## config.mk

```make
export PLATFORM = sky130hd
export DESIGN_NAME = atm_pin_entry
export DESIGN_NICKNAME = d
export VERILOG_FILES = /design/src/rtl/atm_pkg.sv /design/src/rtl/atm_timeout_counter.sv /design/src/rtl/atm_pin_entry.sv
export SDC_FILE = /design/constraint.sdc
export NUM_CORES = 1
export LEC_CHECK = 0
export BUFFER_PORTS_ARGS = -buffer_cell sky130_fd_sc_hd__buf_2
export CAP_MARGIN = 10
export CORE_ASPECT_RATIO = 0.5
export CORE_UTILIZATION = 45
export DETAILED_ROUTE_END_ITERATION = 8
export GPL_TIMING_DRIVEN = 0
export PLACE_DENSITY = 0.75
export SYNTH_ARGS = -nofsm -noshare
export SYNTH_HDL_FRONTEND = slang
export SYNTH_SLANG_ARGS = --single-unit
```

## constraint.sdc

```tcl
create_clock -name clk -period 2.4 [get_ports clk]
set_input_delay 0.48 -clock clk [delete_from_list [all_inputs] [get_ports clk]]
set_output_delay 0.48 -clock clk [all_outputs]
set_load 0.1 [all_outputs]
```

## src/rtl/atm_pkg.sv

```systemverilog
// Shared types and constants for the ATM keypad entry stages.
package atm_pkg;

  localparam int unsigned DIGIT_W = 4;
  localparam int unsigned BCD_MAX = 9;

  typedef enum logic [1:0] {
    StIdle,
    StCollect,
    StCheck,
    StLocked
  } pin_state_t;

endpackage

```

## src/rtl/atm_timeout_counter.sv

```systemverilog
// Inactivity timer: counts enabled cycles since the last clear and flags the final cycle.
module atm_timeout_counter #(
  parameter int unsigned TIMEOUT_CYCLES = 1000
) (
  input  logic clk,
  input  logic reset,
  input  logic clear,
  input  logic enable,
  output logic expired
);

  localparam int unsigned CntW = $clog2(TIMEOUT_CYCLES + 1);

  logic [CntW-1:0] count_q, count_d;

  assign expired = (count_q == CntW'(TIMEOUT_CYCLES - 1));

  // Holds at the expiry value so the flag stays stable until cleared.
  always_comb begin
    count_d = count_q;
    if (clear) begin
      count_d = '0;
    end else if (enable && !expired) begin
      count_d = count_q + CntW'(1);
    end
  end

  always_ff @(posedge clk or negedge reset) begin
    if (!reset) begin
      count_q <= '0;
    end else begin
      count_q <= count_d;
    end
  end

endmodule

```

## src/rtl/atm_pin_entry.sv

```systemverilog
// Keypad PIN collection and verification with attempt limit, inactivity timeout and card lock.
module atm_pin_entry
  import atm_pkg::*;
#(
  parameter int unsigned PIN_DIGITS     = 4,
  parameter int unsigned MAX_TRIES      = 3,
  parameter int unsigned TIMEOUT_CYCLES = 1000
) (
  input  logic                                  clk,
  input  logic                                  reset,
  input  logic                                  start,
  input  logic                                  digit_valid,
  input  logic [DIGIT_W-1:0]                    digit,
  input  logic                                  enter,
  input  logic                                  clear,
  input  logic                                  cancel,
  input  logic                                  lock_ack,
  input  logic [DIGIT_W*PIN_DIGITS-1:0]         stored_pin,
  output logic                                  busy,
  output logic                                  pin_ok,
  output logic                                  pin_fail,
  output logic                                  timeout,
  output logic                                  cancelled,
  output logic                                  lock_card,
  output logic [$clog2(MAX_TRIES+1)-1:0]        tries_left,
  output logic [$clog2(PIN_DIGITS+1)-1:0]       digit_count
);

  localparam int unsigned TriesW = $clog2(MAX_TRIES + 1);
  localparam int unsigned CntW   = $clog2(PIN_DIGITS + 1);

  pin_state_t state_q, state_d;
  logic [TriesW-1:0] tries_q, tries_d;
  logic [CntW-1:0] count_q, count_d;
  logic [PIN_DIGITS-1:0][DIGIT_W-1:0] digits_q, digits_d;
  logic ok_q, ok_d, fail_q, fail_d, tmo_q, tmo_d, cancel_q, cancel_d;
  logic busy_q, lock_q;
  logic accepted, expired, digit_ok;

  assign digit_ok = (digit <= DIGIT_W'(BCD_MAX)) && (count_q < CntW'(PIN_DIGITS));

  atm_timeout_counter #(
    .TIMEOUT_CYCLES(TIMEOUT_CYCLES)
  ) u_timer (
    .clk    (clk),
    .reset  (reset),
    .clear  ((state_q != StCollect) || accepted),
    .enable (state_q == StCollect),
    .expired(expired)
  );

  always_comb begin
    state_d  = state_q;
    tries_d  = tries_q;
    count_d  = count_q;
    digits_d = digits_q;
    ok_d     = 1'b0;
    fail_d   = 1'b0;
    tmo_d    = 1'b0;
    cancel_d = 1'b0;
    accepted = 1'b0;
    unique case (state_q)
      StIdle: begin
        if (start) begin
          state_d = StCollect;
          tries_d = TriesW'(MAX_TRIES);
          count_d = '0;
        end
      end
      StCollect: begin
        // Expiry outranks clear and digits but yields to cancel and enter.
        if (cancel) begin
          state_d  = StIdle;
          cancel_d = 1'b1;
          count_d  = '0;
          digits_d = '0;
        end else if (enter) begin
          state_d = StCheck;
        end else if (expired) begin
          state_d = StIdle;
          tmo_d   = 1'b1;
          count_d = '0;
        end else if (clear) begin
          count_d  = '0;
          accepted = 1'b1;
        end else if (digit_valid && digit_ok) begin
          for (int i = 0; i < int'(PIN_DIGITS); i++) begin
            if (count_q == CntW'(i)) digits_d[i] = digit;
          end
          count_d  = count_q + CntW'(1);
          accepted = 1'b1;
        end
      end
      StCheck: begin
        count_d = '0;
        if ((count_q == CntW'(PIN_DIGITS)) && (digits_q == stored_pin)) begin
          state_d = StIdle;
          ok_d    = 1'b1;
          count_d = count_q;
        end else begin
          fail_d  = 1'b1;
          tries_d = (tries_q == '0) ? '0 : tries_q - TriesW'(1);
          state_d = (tries_q <= TriesW'(1)) ? StLocked : StCollect;
        end
      end
      StLocked: begin
        if (lock_ack) state_d = StIdle;
      end
      default: state_d = StIdle;
    endcase
  end

  always_ff @(posedge clk or negedge reset) begin
    if (!reset) begin
      state_q  <= StIdle;
      tries_q  <= TriesW'(MAX_TRIES);
      count_q  <= '0;
      digits_q <= '0;
      ok_q     <= 1'b0;
      fail_q   <= 1'b0;
      tmo_q    <= 1'b0;
      cancel_q <= 1'b0;
      busy_q   <= 1'b0;
      lock_q   <= 1'b0;
    end else begin
      state_q  <= state_d;
      tries_q  <= tries_d;
      count_q  <= count_d;
      digits_q <= digits_d;
      ok_q     <= ok_d;
      fail_q   <= fail_d;
      tmo_q    <= tmo_d;
      cancel_q <= cancel_d;
      busy_q   <= (state_d != StIdle);
      lock_q   <= (state_d == StLocked);
    end
  end

  assign busy        = busy_q;
  assign pin_ok      = ok_q;
  assign pin_fail    = fail_q;
  assign timeout     = tmo_q;
  assign cancelled   = cancel_q;
  assign lock_card   = lock_q;
  assign tries_left  = tries_q;
  assign digit_count = count_q;

endmodule
```

After elaboration in Yosys (flattened, before gate mapping). Cells that the tools add are included.

Bits in registers: 39. Input port bits: 28. Output and inout port bits: 11. Logic and storage cells: 109.

Add/sub/neg operators: 3. $lt $le $gt $ge: 3. Equality and inequality tests: 18. Mux-type cells: 47. Reduce and logical (&&, ||, !) cells: 24.

Operators with widths (count): 16-bit 2-to-1 mux (5); 6-bit AND reduction (4); 3-bit 2-to-1 mux (7); 10-bit 2-to-1 mux (2); 2-bit 2-to-1 mux (10); 16-bit equality test (1); 1-bit 2-to-1 mux (16); 4-bit 2-to-1 mux (4); 2-bit nonzero test (8); 10-bit by 1-bit adder with 10-bit output, second input constant (1); 10-bit equality test, second input constant (1); 3-bit case mux with 3 select lines (1); 2-bit case mux with 4 select lines (1); 2-bit equality test, second input constant (3); 3-bit by 2-bit equality test with 1-bit output, second input constant (2); 2-bit by 1-bit inequality test with 1-bit output, second input constant (3); 2-bit inequality test, second input constant (3); 5-bit inequality test, second input constant (1); 5-bit AND reduction (1); 4-bit <= comparator, second input constant (1); 1-bit logical AND (4); 2-bit logical NOT (2); 2-bit case mux with 2 select lines (1); 3-bit by 1-bit adder with 3-bit output, second input constant (1); other kinds (12) (12).

Depth between registers and ports, before layout.
Depth after elaboration: 11. Depth in mapped cells: 7. Gate-level depth less buffers: 7.

Modules after synthesis. Synthesis repeated with hierarchy kept, for this count alone.

Cells, all modules: 194. Area total of the unflattened synthesis: 2042.0 µm².

By module, submodules not included: atm_pin_entry (instances 1, cells an instance 136, area each 1497.7 µm², seq. area each 728.2 µm²); atm_timeout_counter (instances 1, cells an instance 58, area each 544.3 µm², seq. area each 250.2 µm²).

Worst setup path before layout. OpenSTA, ideal clock, no wires.

Kind: register to register. From: reg count_q[0] (netlist: digit_count[0]). To: reg count_q[0] (netlist: digit_count[0]). Setup time: 0.129 ns. Arrival: 2.457 ns. Data required time: 2.271 ns. Setup slack: -0.186 ns. Cell stages (with the launch flop): 7. Buffers on the path: 0. Clock period less this slack: 2.586 ns. Cells stage by stage: dfrtp_1 -> inv_1 -> ha_1 -> o211ai_1 -> or4_4 -> o31ai_4 -> mux2_1.

Longest elaborated chain between the ends: 7. Elaborated cells on any way between the ends: 15. Classes of those cells: add/sub (1); order compare (1); eq/ne (3); mux (6); reduce/logical (4).

RTL lines: start: declaration (RTL line atm_pin_entry.sv:34) `logic [CntW-1:0] count_q, count_d;`; start signal: assignment (RTL line atm_pin_entry.sv:128) `count_q <= count_d;`; 3-bit by 1-bit adder with 3-bit output (RTL line atm_pin_entry.sv:90) `count_d = count_q + CntW'(1);`; 3-bit 2-to-1 mux (RTL line atm_pin_entry.sv:86) `end else if (digit_valid && digit_ok) begin`; 3-bit 2-to-1 mux (RTL line atm_pin_entry.sv:83) `end else if (clear) begin`; 3-bit 2-to-1 mux (RTL line atm_pin_entry.sv:79) `end else if (expired) begin`; 3-bit 2-to-1 mux (RTL line atm_pin_entry.sv:77) `end else if (enter) begin`; 3-bit 2-to-1 mux (RTL line atm_pin_entry.sv:72) `if (cancel) begin`; 3-bit case mux with 3 select lines (RTL line atm_pin_entry.sv:62) `unique case (state_q)`.

Parallel ways exist; a longest one is shown, timed or not. The select of a mux whose other input is x is not followed. A chain may end at the register's enable or synchronous reset.

Final worst setup path.
From: reg count_q[0] (netlist: digit_count[0]). To: reg count_q[1] (netlist: digit_count[1]).

Same word-level chain as after synthesis.

==> metrics.md <==
| Metric | Value |
|---|---|
| Status | finished clean |
| PortBufs | 38 |
| Area Growth Syn to Fin | 17.7% |
| Max-slew headroom | between 40% and 50% |
| Chip Height | 51.7 um |
| Reg2reg path depth | 6 |
| EDFF count, synth | 0 |
| Worst hold slack | 0.290 ns |
| Slew Viols, Final | 0 |
| First-pass GRT wire length | slightly below 8000 um |
| Commonest non-fill, non-tap cell in the layout | buf_2 |
| Pwr/cell area | between 1000 and 1500 mW/mm^2 |
| Skew-Pair Late Insertion Delay | around 0.3 ns |
| Synth warn | 0 |
| # setup viols final | 0 |
| Post-Syn Area | approximately 0.0022 mm^2 |
| Metal2 WL | 2280 um |
| Final hold violation count | 0 |
| # diodes | 0 |
| Wire length per cell | ~14 um |
| Max Cap Violations | 0 |
| Core ar. | between 0.004 and 0.005 mm^2 |
| CTS sink count | 39 |
| Post-route DRC violation count | 0 |
| Cells after synthesis | between 200 and 250 |
| GRT Overall Usage | between 20 and 25% |
| Commonest non-fill, non-tap cells in the layout | buf_2, dfrtp_1, nand2_1, nor2_1, mux2i_1 |
| I/O pin cnt | 39 |
| Largest fanout on the critical path | 6 |
| Residual overflow from global routing | 0 |
| Clock Tree Buf Depth | 2 |
| Dpl hpwl | approximately 3500 um |
| Worst Setup Start Kind | flip-flop |
| Clock-pin slew on the worst setup and hold paths | ~0.070 ns |
| Share of layout cells above drive strength 1 | roughly 25% |
| CTS-repair resized insts | 0 |
| Period utilization | 92.4% |
| Via count | approximately 1800 |
| Via density | approximately 5.3 |
| Wl on met1 | around 2200 um |
| Register area share after synthesis | 43.9% |
| Top layer in use | met4 |
| Met3 WL | ~240 um |
| TritonCTS clock tree | built |
| Leak | between 1 and 1.5 nW |
| Nets@finish | 300 |
| Ys flop type | dfrtp_1 |
| Drt total wl | around 4800 um |
| Crit path from | digit_count[0]$_DFFE_PN0P_ |
| Worst Skew | approximately 0.0054 ns |
| Setup WS pre-CTS | 0.187 ns |
| Fin Setup TNS | 0 ns |
| Worst Max-Slew Pin Slew | roughly 0.85 ns |
| Synth unique cells | 42 |
| Number of global-route vias before repair | between 1500 and 2000 |
| PnR Total Power | around 0.0026 W |
| Fraction of registers with async set/reset | 100% |
| GPL Wtd Cong | between 0.8 and 0.9 |
| Synthesized area per cell | ~10 um^2 |
| Seq cells post-synth | 39 |
| R2R Path Start | digit_count[0]$_DFFE_PN0P_ |
| Minimum clock period | about 2.2 ns |
| Die area | 0.00525 mm^2 |
| Setup Fix Bufs, Post-CTS | 0 |
| RSZ-0062 raised after global routing | no |
| Largest net degree at the start of global routing | 40 |
| R2R Path End | digit_count[1]$_DFFE_PN0P_ |
| Post-route ant nets | 0 |
| Rows | 17 |
| CTS HTree Levels | 2 |
| CP Data Required Time | 2.58 ns |
| F_max | ~0.45 GHz |
| Worst Path Arrival | 2.40 ns |
| Worst reg-to-reg setup slack | 0.18 ns |
| # hold bufs at CTS | 0 |
| CTS buffer count | 5 |
| Root Buffer | clkbuf_8 |
| Setup Crit Path Kind | flip-flop to flip-flop |
| CP Capture Point | digit_count[1]$_DFFE_PN0P_ |
| Hold crit path type | input port to asynchronous set/reset pin |
| Setup WS post-layout | about 0.18 ns |
| Initial antenna violation count | 0 |
| Endpoint class of the critical path | flip-flop |
| Max IR drop VDD | about 430 uV |
| Pre-antenna DRT Iters | 4 |
| Initial Util | between 40 and 50% |
| Syn nets | about 260 |
| Starting DRT DRC Count | 52 |
| Die width | 101 um |
Yosys cell counts (all sizes together) (2+ instances only):
library cell,count,area share [%]
dfrtp,37,42
nand2,27,4.6
nor2,19,3.2
mux2i,18,8.1
o21ai,17,4.0
inv,13,2.2
nand3,12,2.9
xnor2,12,4.7
xor2,9,3.5
ha,6,3.4
nor3,5,1.1
clkbuf,4,0.67
and3,3,0.84
mux2,3,1.5
nand2b,3,0.84
nand4,3,0.84
nor3b,3,1.2
o31ai,3,2.9
a31oi,2,0.56
and2b,2,0.79
dfstp,2,2.4
o22ai,2,0.56
or4,2,0.84
metal layers:
layer,vias up,track usage [%]
met5,-,0
met4,0,7.49
met3,8,6.85
met2,37,35.9
met1,854,24.0
li1,858,-
metrics by stage:
| step | std cells | util [%] | cell area (um^2) |
|---|---|---|---|
| 2_1_floorplan | 221 | - | 2230 |
| 3_3_place_gp | 325 | 54.7 | 2500 |
| 3_5_place_dp | 325 | 54.7 | 2500 |
| 4_1_cts | 333 | 57.3 | 2620 |
| 5_1_grt | 333 | 57.3 | 2620 |
| 6_report | 333 | 57.3 | 2620 |
flip-flops by register name (all words and copies together) (netlist names):
signal	cells
tries_left	2
busy	1
timeout	1
lock_card	1
digit_count	3
digits_q	16
u_timer.count_q	10
pin_fail	1
cancelled	1
pin_ok	1
state_q	2
worst min-delay path by stage:
stage                         startpoint                        endpoint  slack, ns  cells after the start
2_1_floorplan                      reset                  busy$_DFF_PN0_       0.18                      0
6_report                           reset             lock_card$_DFF_PN0_       0.29                      1
3_5_place_dp   tries_left[1]$_DFFE_PN1P_       tries_left[0]$_DFFE_PN1P_       0.51                      2
3_3_place_gp   tries_left[1]$_DFFE_PN1P_       tries_left[0]$_DFFE_PN1P_       0.50                      2
5_1_grt                            reset  u_timer.count_q[2]$_DFFE_PN0P_       0.35                      1
4_1_cts                            reset  u_timer.count_q[0]$_DFFE_PN0P_       0.32                      1
worst max-delay path, stage by stage, from the launching register on:
cell and delay [ns]:
dfrtp_2 0.44, inv_1 0.09, ha_1 0.21, o211ai_1 0.11
or4_4 0.57, o31ai_4 0.33, mux2_1 0.35
power breakdown:
part	total, W	switching (W)	internal [W]
combinational	0.00108	0.000727	0.000358
clock	0.000567	0.000231	0.000336
sequential	0.000993	0.000154	0.000839
total	0.00264	0.00111	0.00153
cell type report:
| cell class | count | area (um^2) |
|---|---|---|
| clock inverter | 2 | 35.0 |
| tap | 66 | 82.6 |
| sequential | 39 | 982 |
| fill | 400 | 1950 |
| multi-input combinational | 164 | 1170 |
| clock buffer | 6 | 82.6 |
| inverter | 13 | 48.8 |
| timing repair buffer | 38 | 190 |
| buffer | 5 | 26.3 |
cell families after synthesis:
family / synth area share (%)
flops: 43.9
buf+inv: 3.37
mux: 9.61
fa+ha+maj: 3.37
compound gates: 12.5
xor+xnor: 8.26
simple gates: 19.0
No activity file was read; power rests on OpenSTA's default activity.
